File: src/rtl/psum_pkg.sv
// rtl/psum_pkg.sv - shared state type and default psum widths for the PE column
package psum_pkg;
   typedef enum logic [1:0] {IDLE, ACCUM, DRAIN} psum_col_state_t;
   localparam int PSUM_ACC_W = 20;
   localparam int PSUM_OUT_W = 24;
endpackage

File: src/rtl/psum_acc_buf.sv
// rtl/psum_acc_buf.sv - DEPTH x OUT_WIDTH accumulator buffer, read-modify-write port plus read port
module psum_acc_buf #(
   parameter int OUT_WIDTH = 24,
   parameter int DEPTH     = 16,
   parameter int IDX_W     = $clog2(DEPTH)
) (
   input  logic                 clk,
   input  logic                 wr_en,
   input  logic                 wr_first,
   input  logic [IDX_W-1:0]     wr_idx,
   input  logic [OUT_WIDTH-1:0] wr_data,
   input  logic [IDX_W-1:0]     rd_idx,
   output logic [OUT_WIDTH-1:0] rd_data
);
   logic [OUT_WIDTH-1:0] mem [DEPTH];

   // First pass overwrites stale tile data; later passes add, wrapping modulo 2^OUT_WIDTH.
   always_ff @(posedge clk) begin
      if (wr_en) begin
         if (wr_first) mem[wr_idx] <= wr_data;
         else          mem[wr_idx] <= mem[wr_idx] + wr_data;
      end
   end

   assign rd_data = mem[rd_idx];
endmodule

File: src/rtl/psum_collector.sv
// rtl/psum_collector.sv - psum accumulate/drain FSM; PSUM_COLLECTOR_RELU_EN clamps negative drained words to 0
module psum_collector
   import psum_pkg::*;
#(
   parameter int ACC_WIDTH  = PSUM_ACC_W,
   parameter int OUT_WIDTH  = PSUM_OUT_W,
   parameter int DEPTH      = 16,
   parameter int PASS_WIDTH = 4
) (
   input  logic                        clk,
   input  logic                        rst,
   input  logic                        start,
   input  logic [PASS_WIDTH-1:0]       cfg_passes,
   input  logic                        psum_valid,
   input  logic signed [ACC_WIDTH-1:0] psum_in,
   input  logic                        psum_last,
   output logic                        out_valid,
   input  logic                        out_ready,
   output logic [OUT_WIDTH-1:0]        out_data,
   output logic                        out_last,
   output logic                        busy,
   output logic                        err
);
   localparam int IDX_W = $clog2(DEPTH);
   localparam int CNT_W = $clog2(DEPTH + 1);

   psum_col_state_t       state;
   logic [PASS_WIDTH-1:0] passes, pass_cnt;
   logic [CNT_W-1:0]      wr_idx, wr_inc, len;
   logic [IDX_W-1:0]      rd_idx;
   logic [OUT_WIDTH-1:0]  ext, rd_data;
   logic                  full, wr_en;

   assign ext    = OUT_WIDTH'(psum_in);
   assign full   = (wr_idx == CNT_W'(DEPTH));
   assign wr_inc = wr_idx + CNT_W'(1);
   assign wr_en  = (state == ACCUM) && psum_valid && !full;

   psum_acc_buf #(.OUT_WIDTH(OUT_WIDTH), .DEPTH(DEPTH), .IDX_W(IDX_W)) u_buf (
      .clk      (clk),
      .wr_en    (wr_en),
      .wr_first (pass_cnt == '0),
      .wr_idx   (wr_idx[IDX_W-1:0]),
      .wr_data  (ext),
      .rd_idx   (rd_idx),
      .rd_data  (rd_data)
   );

   always_ff @(posedge clk) begin
      if (rst) begin
         state    <= IDLE;
         passes   <= '0;
         pass_cnt <= '0;
         wr_idx   <= '0;
         len      <= '0;
         rd_idx   <= '0;
         err      <= 1'b0;
      end else begin
         case (state)
            IDLE: begin
               if (start) begin
                  passes   <= (cfg_passes == '0) ? PASS_WIDTH'(1) : cfg_passes;
                  pass_cnt <= '0;
                  wr_idx   <= '0;
                  len      <= '0;
                  err      <= 1'b0;
                  state    <= ACCUM;
               end else if (psum_valid) begin
                  err <= 1'b1;
               end
            end
            ACCUM: begin
               if (psum_valid) begin
                  if (full) err <= 1'b1;
                  if (psum_last) begin
                     // Pass 0 defines the tile length; later passes must match it.
                     if (pass_cnt == '0)  len <= full ? CNT_W'(DEPTH) : wr_inc;
                     else if (wr_inc != len) err <= 1'b1;
                     wr_idx   <= '0;
                     pass_cnt <= pass_cnt + PASS_WIDTH'(1);
                     if (pass_cnt == passes - PASS_WIDTH'(1)) begin
                        rd_idx <= '0;
                        state  <= DRAIN;
                     end
                  end else if (!full) begin
                     wr_idx <= wr_inc;
                  end
               end
            end
            DRAIN: begin
               if (psum_valid) err <= 1'b1;
               if (out_ready) begin
                  if (out_last) state  <= IDLE;
                  else          rd_idx <= rd_idx + IDX_W'(1);
               end
            end
            default: state <= IDLE;
         endcase
      end
   end

   assign out_valid = (state == DRAIN);
   assign busy      = (state != IDLE);
   assign out_last  = out_valid && (CNT_W'(rd_idx) == len - CNT_W'(1));

`ifdef PSUM_COLLECTOR_RELU_EN
   assign out_data = rd_data[OUT_WIDTH-1] ? '0 : rd_data;
`else
   assign out_data = rd_data;
`endif
endmodule
File: config.mk
export PLATFORM = sky130hd
export DESIGN_NAME = psum_collector
export DESIGN_NICKNAME = d
export VERILOG_FILES = /design/src/rtl/psum_pkg.sv /design/src/rtl/psum_acc_buf.sv /design/src/rtl/psum_collector.sv
export SDC_FILE = /design/constraint.sdc
export NUM_CORES = 1
export LEC_CHECK = 0
export BUFFER_PORTS_ARGS = -buffer_cell sky130_fd_sc_hd__buf_2
export CORE_MARGIN = 3
export CORE_UTILIZATION = 40
export DETAILED_ROUTE_END_ITERATION = 8
export PLACE_DENSITY = 0.66
export SLEW_MARGIN = 20
export SYNTH_ARGS = -nofsm -noshare
export SYNTH_HDL_FRONTEND = slang
export SYNTH_SLANG_ARGS = --single-unit
export TNS_END_PERCENT = 1
File: constraint.sdc
create_clock -name clk -period 7.3 [get_ports clk]
set_input_delay 1.46 -clock clk [delete_from_list [all_inputs] [get_ports clk]]
set_output_delay 1.46 -clock clk [all_outputs]
set_load 0.1 [all_outputs]
==> metrics.md <==
| Metric | Value |
|---|---|
| Most Crowded Layer GR | `met2` |
| FMAX | `200 MHz` |
| Worst Hold Path Cells | `2` |
| Synth-to-Final Area Change | `13.4%` |
| Post-synthesis cell area | `0.0206 mm^2` |
| Clock Skew | `0.0283 ns` |
| Nets | `1290` |
| IO buf count | `57` |
| Final wirelength | `51200 um` |
| Status | `finished clean` |
| Layout cell share with drive strength beyond 1 | `0.345` |
| Vias per cell | `6.16` |
| Syn Inst Count | `1158` |
| Chip width | `233 um` |
| RSZ-0062 raised after global routing | `false` |
| Vias in the first global route | `12200` |
| Initial DRC count | `1355` |
| Post-CTS sizing | `0` |
| Total global-route track usage | `0.192` |
| Share of flip-flops with an asynchronous set or reset | `0` |
| Hold path start | `passes[3]$_SDFFE_PP0P_` |
| GR Util met2 | `0.309` |
| Via Count | `11900` |
| Synth area leaders | `edfxtp_1 (56%), mux4_2 (26%), dfxtp_1 (3.2%), ha_1 (2.2%), nand2_1 (1.1%)` |
| CP endpoint kind | `flip-flop` |
| Fin util | `0.463` |
| Final ANT Viol Nets | `0` |
| Commonest non-fill, non-tap cell in the layout | `edfxtp_1` |
| Global-route wire length before repair | `76400 um` |
| Initial antenna violation count | `0` |
| Clock latency at the later pin of the worst-skew pair | `0.59 ns` |
| Cell taking the most area after synthesis | `edfxtp_1` |
| Critical Path AT | `5.22 ns` |
| Worst-margin pin slew | `1.11 ns` |
| Worst vdd ir | `0.000293 V` |
| Yosys top cell area share | `0.559` |
| Worst r2r path cells | `12` |
| 1st-pass router iterations | `5` |
| Worst min path class | `flip-flop to flip-flop` |
| Worst-path clk slew | `0.06 ns` |
| Cell Rows | `82` |
| Worst Path Required | `7.53 ns` |
| Worst path most repeated cell | `mux4_2` |
| TritonCTS Buffers | `45` |
| Htree depth | `2` |
| Hold_buf cts | `0` |
| Root buf cell | `clkbuf_16` |
| CTS Buffer Depth | `3` |
| Sequential area share after synthesis | `0.591` |
| Critical path type | `flip-flop to flip-flop` |
| Pins Over Slew Limit | `0` |
| Die H | `233 um` |
| Total die area | `0.0544 mm^2` |
| DRC | `0` |
| Drt wl/cell | `26.5 um` |
| Pin count of the biggest net entering global routing | `67` |
| Fill cells | `4195` |
| P_leak | `7.22 nW` |
| Met1 Track Usage GR | `0.263` |
| Grt met3 use | `0.0405` |
| Ys flop type | `edfxtp_1` |
| HPWL after DPL | `30000 um` |
| Max-cap viol count | `0` |
| Number of flops mapped to enable cells by yosys | `384` |
| Fin crit share | `0.684` |
| R2R setup slack | `2.31 ns` |
| Synth Warn # | `0` |
| Startpoint types | `flip-flop` |
| Core area | `0.0506 mm^2` |
| Final setup vio count | `0` |
| Critical-path maximum fanout | `38` |
| Congestion Overflow GR | `0` |
| Inserted Diodes | `0` |
| Initial core utilization | `0.408` |
| CP peak stage delay | `0.74 ns` |
| Setup Buffers After CTS | `0` |
| Synth Net Count | `1225` |
| GPL Wtd Cong | `0.820` |
| CP cell instances | `buf_12, mux4_2, mux4_2, ha_1, inv_1, fa_1, nor2b_1, o31a_2, a221oi_4, o31a_1, nor3_1, or3_1` |
| Count of unique library cells instantiated by Yosys | `65` |
| Min Clock Period, post-route | `4.99 ns` |
| Hold Path End | `passes[3]$_SDFFE_PP0P_` |
| Slew margin rel. | `0.262` |
| FF-to-FF End | `u_buf.mem[11][22]$_DFFE_PP_` |
| Fin. Hold Viols | `0` |
| Setup tns final | `0 ns` |
| Avg Cell Area, Syn | `17.8 um^2` |
| Seq cells post-synth | `417` |
| Cell area power density | `266 mW/mm^2` |
| CTS tree | `yes` |
| Commonest cells after routing, fill and taps aside | `edfxtp_1 (384), mux4_2 (240), buf_2 (58)` |
| Sink Count | `417` |
| I/O Pins | `58` |
| Worst path slowest cell | `dfxtp_4` |
## through the flow
stage / total power, W / setup slack (ns) / instances / instance area, um^2 / hold WS (ns)
after detailed placement: 0.00399 / 2.08 / 1847 / 21900 / 0.466
after CTS: 0.00628 / 2.05 / 1930 / 23400 / 0.474
after global routing: 0.00648 / 2.02 / 1931 / 23400 / 0.520
final: 0.00623 / 2.31 / 1931 / 23400 / 0.477
after floorplan: 0.00372 / 2.70 / 1158 / 20600 / 0.450
after global placement: 0.00397 / 2.30 / 1847 / 21900 / 0.460
## state kept, by name, indices dropped and copies added, names as in the netlist, named ones only
| register | count |
|---|---|
| rd_idx | 4 |
| wr_idx | 5 |
| pass_cnt | 4 |
| err | 1 |
| passes | 4 |
| state | 2 |
| len | 5 |
| u_buf.mem | 384 |
## cell usage after synthesis (all sizes together) (3+ instances only)
library cell and instances:
nand2 58, dfxtp 33, a21oi 37, inv 25
nor4 3, nor2b 4, or4 3, a22oi 4
nor2 49, nand4 9, a21o 12, edfxtp 384
a41oi 3, xnor2 19, buf 34, o21ai 35
a211oi 5, ha 36, mux4 240, nand2b 5
o211ai 5, nand3b 4, mux2i 5, and3 6
xor2 16, nor3 22, and2 3, o31a 4
nand3 13, clkbuf 45
## layout make-up
| type | count | area [um^2] | share of cell area |
|---|---|---|---|
| tap | 672 | 841 | 0.0359 |
| inverter | 25 | 93.8 | 0.00401 |
| timing repair buffer | 97 | 633 | 0.0271 |
| clock buffer | 55 | 1160 | 0.0497 |
| clock inverter | 28 | 309 | 0.0132 |
| sequential | 417 | 12200 | 0.522 |
| multi-input combinational | 637 | 8150 | 0.348 |
## kinds of logic (layout without fill, tap and decap cells)
family,count (synthesis),in the layout,synth area share
DFF,417,417,0.591
muxes,247,247,0.265
and+or+nand+nor,187,187,0.0432
AOI/OAI and AO/OA,130,130,0.0415
buffers and inverters,104,205,0.0204
adders and majority gates,37,37,0.0228
xor gates and xnor gates,36,36,0.0160
## power breakdown
part | switching, W | total [W] | internal [W] | leakage [nW]
Clock | 0.000937 | 0.00229 | 0.00135 | 0.704
Sequential | 0.0000493 | 0.00273 | 0.00268 | 3.73
Combinational | 0.000767 | 0.00121 | 0.000446 | 2.79
Total | 0.00175 | 0.00623 | 0.00448 | 7.22
## worst max-delay path by stage
stage | from | end | slack [ns] | cells past startpoint
2_1_floorplan | flip-flop | u_buf.mem[0][20]$_DFFE_PP_ | 2.70 | 14
3_3_place_gp | flip-flop | u_buf.mem[12][23]$_DFFE_PP_ | 2.30 | 10
3_5_place_dp | flip-flop | u_buf.mem[1][23]$_DFFE_PP_ | 2.08 | 10
4_1_cts | flip-flop | u_buf.mem[10][23]$_DFFE_PP_ | 2.05 | 10
5_1_grt | flip-flop | u_buf.mem[2][22]$_DFFE_PP_ | 2.02 | 12
6_report | flip-flop | u_buf.mem[11][22]$_DFFE_PP_ | 2.31 | 12
## critical path, delay by kind of cell (launching register included)
kind / cells / cell delay (ns)
muxes: 2 / 1.03
AOI/OAI and AO/OA: 3 / 1.19
and+or+nand+nor: 3 / 0.75
adders and majority gates: 2 / 0.45
DFF: 1 / 0.74
buffers and inverters: 2 / 0.48
## routing by layer
metal	up-vias	routed length (um)	share of wire
met5	-	0	0
met1	6273	20800	0.41
li1	4989	-	-
met4	0	1290	0.025
met3	87	4370	0.085
met2	547	24700	0.48
(Power assumes the default switching activity.)
